## src/rtl/vga_pattern_gen.sv

```systemverilog
// Test-pattern pixel source (solid / colour bars / checkerboard / grey ramp) on an AXI4-Stream.
// Define VGA_PATTERN_SCROLL_EN to scroll patterns 1-3 left by one pixel per frame.
module vga_pattern_gen #(
    parameter int H_RES        = 640,
    parameter int V_RES        = 480,
    parameter int CHECKER_LOG2 = 5
) (
    input  logic            aclk,
    input  logic            aresetn,
    input  logic            enable,
    input  logic [1:0]      pattern_sel,
    input  logic [2:0][3:0] solid_color,
    output logic            pix_tvalid,
    input  logic            pix_tready,
    output logic [2:0][3:0] pix_tdata,
    output logic            pix_tlast,
    output logic            pix_tuser,
    output logic            busy
);
    localparam int X_W    = ($clog2(H_RES) > CHECKER_LOG2) ? $clog2(H_RES) : CHECKER_LOG2 + 1;
    localparam int Y_W    = ($clog2(V_RES) > CHECKER_LOG2) ? $clog2(V_RES) : CHECKER_LOG2 + 1;
    localparam int BAR_W  = H_RES / 8;
    localparam int RAMP_W = H_RES / 16;
    localparam int BC_W   = (BAR_W > 1) ? $clog2(BAR_W) : 1;
    localparam int RC_W   = (RAMP_W > 1) ? $clog2(RAMP_W) : 1;

    localparam logic [X_W-1:0]  X_LAST  = X_W'(H_RES - 1);
    localparam logic [Y_W-1:0]  Y_LAST  = Y_W'(V_RES - 1);
    localparam logic [BC_W-1:0] BC_LAST = BC_W'(BAR_W - 1);
    localparam logic [RC_W-1:0] RC_LAST = RC_W'(RAMP_W - 1);

    localparam logic [0:0] S_IDLE   = 1'b0;
    localparam logic [0:0] S_ACTIVE = 1'b1;

    logic [0:0]      state_q, state_d;
    logic            vld_q, vld_d;
    logic [2:0][3:0] dat_q, dat_d;
    logic            last_q, last_d;
    logic            user_q, user_d;
    logic [X_W-1:0]  x_q, x_d;
    logic [Y_W-1:0]  y_q, y_d;
    logic [X_W-1:0]  xe_q, xe_d;
    logic [2:0]      bseg_q, bseg_d;
    logic [BC_W-1:0] bcnt_q, bcnt_d;
    logic [3:0]      gseg_q, gseg_d;
    logic [RC_W-1:0] gcnt_q, gcnt_d;
    logic [1:0]      pat_q, pat_d;
    logic [2:0][3:0] solid_q, solid_d;

    // x_eff and segment-counter values that every line starts from
    logic [X_W-1:0]  ls_xe;
    logic [2:0]      ls_bseg;
    logic [BC_W-1:0] ls_bcnt;
    logic [3:0]      ls_gseg;
    logic [RC_W-1:0] ls_gcnt;

    logic hs, at_x_last, at_y_last, frame_done, load;

    assign hs         = vld_q && pix_tready;
    assign at_x_last  = (x_q == X_LAST);
    assign at_y_last  = (y_q == Y_LAST);
    assign frame_done = hs && at_x_last && at_y_last;

`ifdef VGA_PATTERN_SCROLL_EN
    logic [X_W-1:0]  fc_q, fc_d;
    logic [2:0]      fbseg_q, fbseg_d;
    logic [BC_W-1:0] fbcnt_q, fbcnt_d;
    logic [3:0]      fgseg_q, fgseg_d;
    logic [RC_W-1:0] fgcnt_q, fgcnt_d;

    // Frame counter carries its own segment position so lines can start mid-segment
    always_comb begin
        fc_d    = fc_q;
        fbseg_d = fbseg_q;
        fbcnt_d = fbcnt_q;
        fgseg_d = fgseg_q;
        fgcnt_d = fgcnt_q;
        if (frame_done) begin
            fc_d = (fc_q == X_LAST) ? '0 : fc_q + 1'b1;
            if (fbcnt_q == BC_LAST) begin
                fbcnt_d = '0;
                fbseg_d = fbseg_q + 3'd1;
            end else begin
                fbcnt_d = fbcnt_q + 1'b1;
            end
            if (fgcnt_q == RC_LAST) begin
                fgcnt_d = '0;
                fgseg_d = fgseg_q + 4'd1;
            end else begin
                fgcnt_d = fgcnt_q + 1'b1;
            end
        end
    end

    always_ff @(posedge aclk or negedge aresetn) begin
        if (!aresetn) begin
            fc_q    <= '0;
            fbseg_q <= '0;
            fbcnt_q <= '0;
            fgseg_q <= '0;
            fgcnt_q <= '0;
        end else begin
            fc_q    <= fc_d;
            fbseg_q <= fbseg_d;
            fbcnt_q <= fbcnt_d;
            fgseg_q <= fgseg_d;
            fgcnt_q <= fgcnt_d;
        end
    end

    assign ls_xe   = fc_d;
    assign ls_bseg = fbseg_d;
    assign ls_bcnt = fbcnt_d;
    assign ls_gseg = fgseg_d;
    assign ls_gcnt = fgcnt_d;
`else
    assign ls_xe   = '0;
    assign ls_bseg = '0;
    assign ls_bcnt = '0;
    assign ls_gseg = '0;
    assign ls_gcnt = '0;
`endif

    always_comb begin
        state_d = state_q;
        vld_d   = vld_q;
        dat_d   = dat_q;
        last_d  = last_q;
        user_d  = user_q;
        x_d     = x_q;
        y_d     = y_q;
        xe_d    = xe_q;
        bseg_d  = bseg_q;
        bcnt_d  = bcnt_q;
        gseg_d  = gseg_q;
        gcnt_d  = gcnt_q;
        pat_d   = pat_q;
        solid_d = solid_q;
        load    = 1'b0;

        if (state_q == S_IDLE) begin
            if (enable) begin
                state_d = S_ACTIVE;
                vld_d   = 1'b1;
                load    = 1'b1;
                x_d     = '0;
                y_d     = '0;
                xe_d    = ls_xe;
                bseg_d  = ls_bseg;
                bcnt_d  = ls_bcnt;
                gseg_d  = ls_gseg;
                gcnt_d  = ls_gcnt;
            end
        end else if (hs) begin
            load = 1'b1;
            if (at_x_last) begin
                x_d    = '0;
                xe_d   = ls_xe;
                bseg_d = ls_bseg;
                bcnt_d = ls_bcnt;
                gseg_d = ls_gseg;
                gcnt_d = ls_gcnt;
                if (at_y_last) begin
                    y_d = '0;
                    if (!enable) begin
                        state_d = S_IDLE;
                        vld_d   = 1'b0;
                        load    = 1'b0;
                    end
                end else begin
                    y_d = y_q + 1'b1;
                end
            end else begin
                x_d  = x_q + 1'b1;
                xe_d = (xe_q == X_LAST) ? '0 : xe_q + 1'b1;
                if (bcnt_q == BC_LAST) begin
                    bcnt_d = '0;
                    bseg_d = bseg_q + 3'd1;
                end else begin
                    bcnt_d = bcnt_q + 1'b1;
                end
                if (gcnt_q == RC_LAST) begin
                    gcnt_d = '0;
                    gseg_d = gseg_q + 4'd1;
                end else begin
                    gcnt_d = gcnt_q + 1'b1;
                end
            end
        end

        if (load) begin
            user_d = (x_d == '0) && (y_d == '0);
            last_d = (x_d == X_LAST);
            if (user_d) begin
                pat_d   = pattern_sel;
                solid_d = solid_color;
            end
            // Bar order white..black maps to b=~seg[0], g=~seg[2], r=~seg[1]
            case (pat_d)
                2'd0:    dat_d = solid_d;
                2'd1:    dat_d = {{4{~bseg_d[0]}}, {4{~bseg_d[2]}}, {4{~bseg_d[1]}}};
                2'd2:    dat_d = (xe_d[CHECKER_LOG2] ^ y_d[CHECKER_LOG2]) ? 12'h000 : 12'hFFF;
                default: dat_d = {gseg_d, gseg_d, gseg_d};
            endcase
        end
    end

    always_ff @(posedge aclk or negedge aresetn) begin
        if (!aresetn) begin
            state_q <= S_IDLE;
            vld_q   <= 1'b0;
            dat_q   <= '0;
            last_q  <= 1'b0;
            user_q  <= 1'b0;
            x_q     <= '0;
            y_q     <= '0;
            xe_q    <= '0;
            bseg_q  <= '0;
            bcnt_q  <= '0;
            gseg_q  <= '0;
            gcnt_q  <= '0;
            pat_q   <= '0;
            solid_q <= '0;
        end else begin
            state_q <= state_d;
            vld_q   <= vld_d;
            dat_q   <= dat_d;
            last_q  <= last_d;
            user_q  <= user_d;
            x_q     <= x_d;
            y_q     <= y_d;
            xe_q    <= xe_d;
            bseg_q  <= bseg_d;
            bcnt_q  <= bcnt_d;
            gseg_q  <= gseg_d;
            gcnt_q  <= gcnt_d;
            pat_q   <= pat_d;
            solid_q <= solid_d;
        end
    end

    assign pix_tvalid = vld_q;
    assign pix_tdata  = dat_q;
    assign pix_tlast  = last_q;
    assign pix_tuser  = user_q;
    assign busy       = (state_q == S_ACTIVE);

endmodule

```

## config.mk

```make
export PLATFORM = sky130hd
export DESIGN_NAME = vga_pattern_gen
export DESIGN_NICKNAME = d
export VERILOG_FILES = /design/src/rtl/vga_pattern_gen.sv
export SDC_FILE = /design/constraint.sdc
export NUM_CORES = 1
export LEC_CHECK = 0
export CAP_MARGIN = 20
export CORE_MARGIN = 2
export CORE_UTILIZATION = 42
export CTS_CLUSTER_SIZE = 25
export DETAILED_ROUTE_END_ITERATION = 8
export PLACE_DENSITY = 0.63
export SLEW_MARGIN = 20
export SYNTH_ARGS = -nofsm -noshare
export SYNTH_HDL_FRONTEND = slang
export SYNTH_SLANG_ARGS = --single-unit
```

## constraint.sdc

```tcl
create_clock -name aclk -period 5.93 [get_ports aclk]
set_clock_uncertainty 0.2 [all_clocks]
set_input_delay 1.186 -clock aclk [delete_from_list [all_inputs] [get_ports aclk]]
set_output_delay 1.186 -clock aclk [all_outputs]
set_load 0.01 [all_outputs]
```

Word level (Yosys, flattened, before mapping)
Index checks and enable logic that the tools add are counted.

Reduce and logical (&&, ||, !) cells: 8. Equal/unequal tests: 12. $add $sub $neg: 7. Muxes and demuxes: 52. Bitwise logic cells: 4. $mul: 0. Order comparisons: 0. Divide/modulo/power cells: 0. Shift-type cells: 0.

Operators with widths (count): 10-bit 2-to-1 mux (9); 9-bit 2-to-1 mux (5); 12-bit one-hot mux with 3 select lines (1); 7-bit 2-to-1 mux (5); 10-bit equality test, second input constant (3); 6-bit 2-to-1 mux (5); 12-bit 2-to-1 mux (2); 10-bit by 1-bit adder with 10-bit output, second input constant (2); 4-bit 2-to-1 mux (5); 3-bit 2-to-1 mux (5); 1-bit 2-to-1 mux (13); 10-bit logical NOT (1); 9-bit by 1-bit adder with 9-bit output, second input constant (1); 9-bit equality test, second input constant (1); 9-bit logical NOT (1); 7-bit by 1-bit adder with 7-bit output, second input constant (1); 7-bit equality test, second input constant (1); 6-bit by 1-bit adder with 6-bit output, second input constant (1); 6-bit equality test, second input constant (1); 2-bit by 1-bit != test with 1-bit output, second input constant (3); 5-bit AND reduction (1); 4-bit by 1-bit adder with 4-bit output, second input constant (1); 2-bit 2-to-1 mux (2); 3-bit by 1-bit adder with 3-bit output, second input constant (1); 9 further kinds (12).

Memories kept: 0. Bits in registers: 79. Bits of input ports: 18. Bits in writable memories: 0. Output and inout bits: 16. Bits in read-only memories: 0. Logic and storage cells: 102. Bits in latches: 0.

Depth between registers and ports, before layout
Gate-level depths: netlist of run 1.

Depth in word-level cells: 11. Gate-level depth with buffers: 13. Depth with buffers taken out: 10.

Worst setup path before layout of run 1
No wires, ideal clock.

Path kind: input to register. From: input pix_tready. To: register pat_q[1]. Required time: 5.605 ns. Path buffers: 1. Setup slack: 1.984 ns. Library setup time: 0.125 ns. Stages on the path: 9. Data arrival time: 3.621 ns. Cell sequence: nand2_1 o41ai_4 or3_1 nand3_2 or2_4 or4_4 nor3_4 buf_8 mux2_4.

Cells in the longest elaborated chain, start to end: 7. Elaborated cells on any way between the ends: 12. Those cells by class: mux: 8; reduce/logical: 4.

Ends and longest elaborated chain: from (decl) (RTL line 14) `input logic pix_tready,`; 1-bit logical AND (RTL line 59) `assign hs = vld_q && pix_tready;`; 10-bit 2-to-1 mux (RTL line 154) `end else if (hs) begin`; 10-bit 2-to-1 mux (RTL line 141) `if (state_q == S_IDLE) begin`; net x_d[7] (RTL line 40) `logic [X_W-1:0] x_q, x_d;`; 10-bit logical NOT (RTL line 192) `user_d = (x_d == '0) && (y_d == '0);`; 1-bit logical AND (RTL line 192); 2-bit 2-to-1 mux (RTL line 194) `if (user_d) begin`; 2-bit 2-to-1 mux (RTL line 191) `if (load) begin`; to (signal assigned) (RTL line 237) `pat_q <= pat_d;`; to (decl) (RTL line 47) `logic [1:0] pat_q, pat_d;`.

The timed path passes the listed nets, and every way through them passes these cells. The select of a mux whose other input is x is not followed. A chain may end at the register's enable or synchronous reset.

Worst setup path after layout of run 1
From: input pix_tready. To: register dat_q, in the netlist pix_tdata[6].

Cells in the longest elaborated chain, start to end: 9. Elaborated cells on any way between the ends: 26. Those cells by class: eq/ne: 2; mux: 17; bitwise: 2; reduce/logical: 5.

Ends and longest elaborated chain: 1-bit logical AND (*) (RTL line 59); 10-bit 2-to-1 mux (*) (RTL line 154); 10-bit 2-to-1 mux (*) (RTL line 141); net x_d[7] (RTL line 40); 10-bit logical NOT (*) (RTL line 192); 1-bit logical AND (*) (RTL line 192); 2-bit 2-to-1 mux (RTL line 194); 2-bit 2-to-1 mux (RTL line 191); 2-bit equality test, or another cell as far along (RTL line 199) `case (pat_d)`; 12-bit one-hot mux with 3 select lines (*) (RTL line 199); to (signal assigned) (RTL line 227) `dat_q <= dat_d;`; to (decl) (RTL line 37) `logic [2:0][3:0] dat_q, dat_d;`.

The timed path passes the listed nets; every way through them passes the cells marked *. The select of a mux whose other input is x is not followed.

==> results.md, run 1 <==
- The flow ran to the end, and the final reports show no timing, DRC or antenna violations.
- The die height is 108.2 µm.
- The pin count of the biggest net entering global routing is 80.
- The biggest fanout along the worst timing path is 20.
- The startpoint class of the critical path is an input port.
- The number of buffers created by CTS is 9.
- The count of antenna diodes in the layout is 0.
- After detailed placement, the total cell area comes to 0.004959 mm².
- The max-slew violation total from the final report is 0.
- Compared with the post-synthesis result, the final layout area differs by 13.47%.
- The number of different library cells in the post-synthesis netlist is 59.
- The post-synthesis cell count is 493.
- The achievable clock frequency is 0.2119 GHz.
- The synthesized netlist net count is 518.
- At the end of the flow the core is filled with cells to 0.4836.
- The initial antenna violation count is 0.
- The detail-routed net length per standard cell is 17.12 µm.
- The all-layer global routing usage is 0.2097.
- For this block, the initial DRC count from the detailed router was 233.
- The number of failing hold endpoints at the final stage came to 0.
- The number of nets in the layout is 540.
- After clock tree synthesis, the clock-pin slew on the worst setup and hold paths is 80 ps.
- At the worst endpoint, the required time is 6010 ps.
- At the pin with the least slew margin, the transition time is 871.0 ps.
- Internal power comes to 0.0008993 W.
- The critical path in this run is classified as input port to flop.
- Setup repair after global routing left no endpoint under its margin.
- The worst slew margin relative to its limit is 0.4120.
- The hold buffer count at CTS is 0.
- The first detailed-routing pass ran for 5 iterations.
- The Yosys step of the flow raised 0 warnings.
- During placement, the flow inserted port buffers numbering 33.
- Counting instances in the post-synthesis netlist gives the leading cell types as 79 x sky130_fd_sc_hd__dfrtp_1, 65 x sky130_fd_sc_hd__nand2_1, 41 x sky130_fd_sc_hd__o21ai_0, 32 x sky130_fd_sc_hd__nand3_1, 31 x sky130_fd_sc_hd__nor2_1.
- The initial cell density of the core is 0.4262.
- The leading register cell type out of synthesis is sky130_fd_sc_hd__dfrtp_1.
- Dividing the final minimum period by the clock period gives 0.7960.
- The number of placement rows is 38.
- In this run the static leakage power is 2.236 nW.
- After detailed routing, the number of remaining DRC violations is 0.
- The placed wire-length estimate is 7829 µm.
- Adding up every negative setup slack in the final design gives 0 ps.
- The routed design could run at a clock period as short as 4720 ps.
- The via count of the first global-routing pass is 3886.
- The clock tree from TritonCTS is built.
- The final RePlAce weighted congestion is 0.8828.
- The final number of setup-violating endpoints is 0.
- Of the total power, combinational logic draws 0.142.
- The number of max-capacitance violations reported is 0.
- Of the total power, the share spent switching nets is 0.2716.
- The worst setup path is captured at a flop.
- The post-CTS setup repair buffer count is 0.
- The number of synthesized register bits is 79.
- The layout has 1014 filler cells.
- The worst ir drop on vdd is 115.6 µV.
- The detailed-route wire length is 11280 µm.
- The area of combinational cells with multiple inputs is 0.002396 mm².
- For this design the top-level I/O count stands at 34.
- Once detail routing completed, the nets flagged for antenna violations numbered 0.
- For this design the total switching power over the nets is 0.0003353 W.
- The final route contains 3980 vias.
- Sorting the synthesized cells by area gives the leading types as sky130_fd_sc_hd__dfrtp_1 43%, sky130_fd_sc_hd__nand2_1 5.4%, sky130_fd_sc_hd__o21ai_0 4.5%, sky130_fd_sc_hd__nand3_1 3.5%, sky130_fd_sc_hd__a21oi_1 3.2%.
- In the synthesized netlist the async set-or-reset flop fraction comes to 1.000.
- Summing all non-filler instances in the final layout gives an area of 0.005174 mm².
- The maximum level of the CTS H-tree is 3.
- Across the whole layout, storage elements account for 0.001977 mm².
- At the worst endpoint, the arrival time is 4800 ps.
- The share of synthesized area occupied by flip-flops and latches is 0.4336.
- The per-cell via count in the routed design is 6.039.
- Yosys mapped a number of flops with a built-in enable equal to 0.
- The most common cell in the netlist is sky130_fd_sc_hd__dfrtp_1.
- The area inside the core boundary is 0.01070 mm².
- The area of the die is 0.01171 mm².
- The quantity of gates resized following cts is 0.
- The share of total power dissipated in the clock network is 0.359.
- The root buffer selected by CTS is sky130_fd_sc_hd__clkbuf_8.
- The deepest clock path buffer count is 2.
- The global-route wire length before repair is 19390 µm.
- The synthesized netlist occupies a cell area of 0.004559 mm².
- The power density normalized to cell area is 238.6 mW/mm².
- The clock sink count is 79.
- The insertion delay to the later sink of the worst-skew pair is 370 ps.
- The portion of total power attributed to sequential cells is 0.499.
- The biggest area contributor in the post-synthesis netlist is sky130_fd_sc_hd__dfrtp_1.
- Global routing finished with a remaining overflow of 0.
- In the final layout, the share of cells above drive strength 1 is 0.1002.
- The kind of path behind the tightest hold check is flop to flop.
- In this run the horizontal extent of the chip is 108.2 µm.
- The fraction of synthesized cell area taken by the top area cell type is 0.4336.
- The average instance in the mapped netlist occupies 9.248 µm².
[sequential cells by signal, summed over array words and instances, names as in the netlist]
signal / cells
gcnt_q: 6
gseg_q: 4
pix_tuser: 1
solid_q: 12
y_q: 9
busy: 1
pix_tvalid: 1
x_q: 10
xe_q: 10
pix_tlast: 1
bseg_q: 3
bcnt_q: 7
pix_tdata: 12
pat_q: 2
[worst max-delay path, cell delays in order]
cell and delay [ps]:
sky130_fd_sc_hd__clkdlybuf4s50_1 580, sky130_fd_sc_hd__nand2_1 230, sky130_fd_sc_hd__o41ai_4 580, sky130_fd_sc_hd__or3_1 210, sky130_fd_sc_hd__nand3_2 80, sky130_fd_sc_hd__or2_4 270
sky130_fd_sc_hd__or4_4 520, sky130_fd_sc_hd__nor2_4 410, sky130_fd_sc_hd__mux2_2 510, sky130_fd_sc_hd__a41oi_1 220
[path summary, 6_finish.rpt]
kind,slack (ps),cells after the start,startpoint,endpoint
max,1210,10,pix_tready,pix_tdata[6]
min,290,1,pix_tuser,pix_tuser
max reg2reg,1770,9,busy,pix_tdata[6]
min reg2reg,290,1,pix_tuser,pix_tuser
max in group asynchronous,4390,1,aresetn,x_q[2]
min in group asynchronous,640,1,aresetn,xe_q[1]
[cells in the final DEF, fill, tap and decap left out, drive strengths merged, types with 2 or more instances in the layout]
cell type,instances
dfrtp,79
nand2,65
o21ai,43
nand3,33
clkdlybuf4s50,32
nor2,32
a21oi,29
a31oi,21
a41oi,16
nand4,16
mux2,16
and3,11
clkbuf,11
inv,10
o31ai,10
nor3,8
and4,7
ha,7
buf,7
nor4,7
and2,5
xor2,5
nand2b,4
mux2i,4
o211ai,3
xnor2,3
nor4b,3
nand4b,3
a21o,3
or2,3
nor3b,2
or3,2
a211o,2
clkinv,2
bufinv,2
[cells by family (layout without fill, tap and decap cells)]
| group | count (synthesis) | count (layout) | share of synthesized area |
|---|---|---|---|
| and+or+nand+nor | 205 | 205 | 0.2442 |
| AOI/OAI and AO/OA | 136 | 136 | 0.1927 |
| DFF | 79 | 79 | 0.4336 |
| buffers and inverters | 38 | 64 | 0.04089 |
| muxes | 20 | 20 | 0.05406 |
| xor gates and xnor gates | 8 | 8 | 0.01537 |
| adders and majority gates | 7 | 7 | 0.01921 |
[power groups by stage]
stage	Clock [W]	Sequential (W)	Combinational, W
floorplan	0	0.000620	0.0000973
global placement	0	0.000624	0.000170
detailed placement	0	0.000623	0.000175
CTS	0.000455	0.000614	0.000175
global route	0.000478	0.000622	0.000198
finish	0.000444	0.000616	0.000175
[stage by stage]
step / instances / worst slack (ps) / hold WS [ps] / total power [W]
global placement: 644 / 941.3 / 273.3 / 0.0007933
finish: 659 / 1210 / 290.2 / 0.001235
CTS: 659 / 1234 / 294.0 / 0.001245
floorplan: 493 / 1984 / 260.4 / 0.0007171
global route: 659 / 866.2 / 329.0 / 0.001298
detailed placement: 644 / 855.6 / 275.2 / 0.0007980
[layout make-up]
class                           instances  share of cell area
Multi-Input combinational cell        376              0.4631
Inverter                               10            0.007255
Clock inverter                          4             0.01354
Sequential cell                        79              0.3821
Clock buffer                           11             0.02733
Tap cell                              140             0.03386
Timing Repair Buffer                   39             0.07279
[per-layer routing]
metal / vias up / track usage / routed length, µm
li1: 1887 / - / -
met1: 1937 / 0.2922 / 5292
met2: 135 / 0.3181 / 5130
met3: 21 / 0.03556 / 579
met4: 0 / 0.09890 / 281
met5: - / 0 / 0
Note: power is estimated with default switching activity, not from simulation.
==> run 2: changes to the inputs <==
- clock period: 5.93 -> 4.9 ns (I/O delays scaled with it)
==> results.md, run 2 (synthesis results as in run 1) <==
- TritonCTS built the clock tree.
- The sequential cell area is 0.001977 mm².
- The die height is 108.2 µm.
- The kind of path behind the tightest hold check is flop to flop.
- The achievable clock frequency is 0.2284 GHz.
- Counting every sink on the clock net gives 79.
- The count of unresolved DRC violations after routing is 0.
- The area of the die is 0.01171 mm².
- Entering global routing, the biggest net connects 80 pins.
- The total overflow left after global routing is 0.
- By startpoint and endpoint, the worst setup path is classified as input port to flop.
- At the placement stage, the worst setup path has a slack of 179.4 ps.
- The post-route worst setup slack is 521.4 ps.
- In the routed layout, each cell is associated on average with a via count of 5.978.
- The area of combinational cells with multiple inputs is 0.002396 mm².
- STA puts the critical path data arrival time at 4400 ps.
- After detailed routing, the total wire length is 11610 µm.
- The insertion delay to the later sink of the worst-skew pair is 360 ps.
- The endpoint class of the critical path is a flop.
- The length of the first detailed-routing pass in iterations is 5.
- The number of max-capacitance violations reported is 0.
- The number of buffers created by CTS is 9.
- The quantity of gates resized following cts is 0.
- Measured against its own limit, the worst slew margin works out to 0.3605.
- The cell sitting at the root of the clock tree is a sky130_fd_sc_hd__clkbuf_8.
- After floorplanning, the core was sized to cover 0.01070 mm².
- For this configuration, the core starts out at a cell density of 0.4262.
- In this run the static leakage power is 2.278 nW.
- Setup repair after global routing left no endpoint under its margin.
- Leaving out fill and tap cells, the most frequent cells in the layout are 79 x sky130_fd_sc_hd__dfrtp_1, 65 x sky130_fd_sc_hd__nand2_1, 41 x sky130_fd_sc_hd__o21ai_0.
- Once detailed placement completed, the half-perimeter wirelength came to 8090 µm.
- Summing over every cut layer, the via total after detailed routing is 3999.
- The max-slew violation total from the final report is 0.
- The die width is 108.2 µm.
- The switching share of power is 0.2870.
- Dividing the detail-routed wire length by the instance count gives 17.35 µm.
- Summed over all failing endpoints, the final setup total negative slack is 0 ps.
- The analysis attributes to net switching a power of 0.0004223 W.
- Data on the critical path is required at its endpoint by 4920 ps.
- The total of fill cells in the finished design is 1032.
- CTS built an H-tree with a depth of 3.
- Setup violations remaining at the end of the flow were counted as 0.
- The worst setup path is launched from an input port.
- The all-layer global routing usage is 0.2118.
- The initial antenna violation count is 0.
- The leading cell type in the layout, fill and taps excluded is sky130_fd_sc_hd__dfrtp_1.
- Internal power comes to 0.001049 W.
- The deepest clock path buffer count is 2.
- The worst ir drop on vdd is 142.5 µV.
- The detail route stage leaves a number of antenna-violating nets equal to 0.
- Clock-pin slew was measured on the worst setup and hold paths at 90 ps.
- Of the cells placed in the final design, the portion with a size suffix greater than 1 is 0.1191.
- After the last flow step, the layout net total stands at 549.
- The iteration-0 DRC count of the detailed router is 230.
- The share of total power dissipated in the clock network is 0.345.
- The count of antenna diodes in the layout is 0.
- The number of failing hold endpoints at the final stage is 0.
- The minimum clock period after layout is 4379 ps.
- The utilization after layout is 0.4896.
- For this design the ratio of total power to cell area is 281.0 mW/mm².
- The final RePlAce weighted congestion is 0.8699.
- The number of placement rows is 38.
- Along the worst path, the maximum fanout reaches 13.
- The portion of total power attributed to sequential cells is 0.505.
- For the pin with the worst max-slew slack, the measured transition is 950.5 ps.
- The first global-routing pass estimated 19350 µm of wire.
- The I/O pin count is 34.
- Compared with the post-synthesis result, the final layout area differs by 14.87%.
- The count of buffers added on input and output ports is 33.
- The run finished with clean final reports.
- For this design, the CTS-stage hold fixing added 0 buffers.
- Dividing the final minimum period by the clock period gives 0.8936.
- Post-CTS timing repair inserted 0 buffers for setup.
- The via count of the first global-routing pass came to 3885.
- Of the total power, combinational logic draws 0.150.
-- run 2: changes by cell type in the layout (fill, tap and decap cells not counted), sizes merged --
| cell | previous run | this run |
|---|---|---|
| clkbuf | 11 | 10 |
| bufinv | 2 | 1 |
| clkinv | 2 | 5 |
| buf | 7 | 16 |
-- run 2: cell type report --
| class | instances | area share |
|---|---|---|
| repair buffers | 48 | 0.08481 |
| inverters | 10 | 0.007167 |
| well taps | 140 | 0.03344 |
| clock inverters | 6 | 0.01338 |
| multi-input cells | 376 | 0.4575 |
| clock buffers | 10 | 0.02628 |
| flip-flops and latches | 79 | 0.3774 |
-- run 2: metrics by stage --
step	cells	hold slack (ps)	instance area [µm²]	power, W
floorplan	493	260.4	4559	0.0008679
global placement	653	269.2	5026	0.0009692
global route	669	317.6	5238	0.001552
finish	669	305.9	5238	0.001472
detailed placement	653	289.4	5026	0.0009735
CTS	669	307.0	5234	0.001483
-- run 2: path summary, 6_finish.rpt --
check | start | end | slack [ps] | cells past startpoint
hold reg to reg | pix_tlast | pix_tlast | 310 | 2
setup / recovery | pix_tready | pix_tdata[7] | 520 | 10
hold / removal | pix_tlast | pix_tlast | 310 | 2
setup reg to reg | y_q[1] | pix_tdata[7] | 830 | 10
max in group asynchronous | aresetn | x_q[9] | 3540 | 1
min in group asynchronous | aresetn | xe_q[0] | 440 | 1
-- run 2: metal layers --
metal | vias up | routed length (µm) | GRT usage
met4 | 0 | 236 | 0.08059
li1 | 1910 | - | -
met3 | 15 | 612 | 0.04641
met5 | - | 0 | 0
met1 | 1951 | 5361 | 0.2863
met2 | 123 | 5395 | 0.3333
-- run 2: power groups by stage --
stage	Combinational, W	Sequential, W	Clock [W]
2_1_floorplan	0.000118	0.000750	0
3_3_place_gp	0.000213	0.000756	0
3_5_place_dp	0.000219	0.000754	0
4_1_cts	0.000220	0.000743	0.000520
5_1_grt	0.000247	0.000753	0.000552
6_report	0.000221	0.000744	0.000507
-- run 2: worst max-delay path, stage by stage --
cell,delay [ps]
sky130_fd_sc_hd__clkdlybuf4s50_1,590
sky130_fd_sc_hd__nand3_1,150
sky130_fd_sc_hd__nor4_1,540
sky130_fd_sc_hd__o21ai_1,130
sky130_fd_sc_hd__a311o_1,420
sky130_fd_sc_hd__nor4_2,260
sky130_fd_sc_hd__and4b_1,570
sky130_fd_sc_hd__a21oi_1,120
sky130_fd_sc_hd__a41oi_1,430
sky130_fd_sc_hd__a41oi_1,200
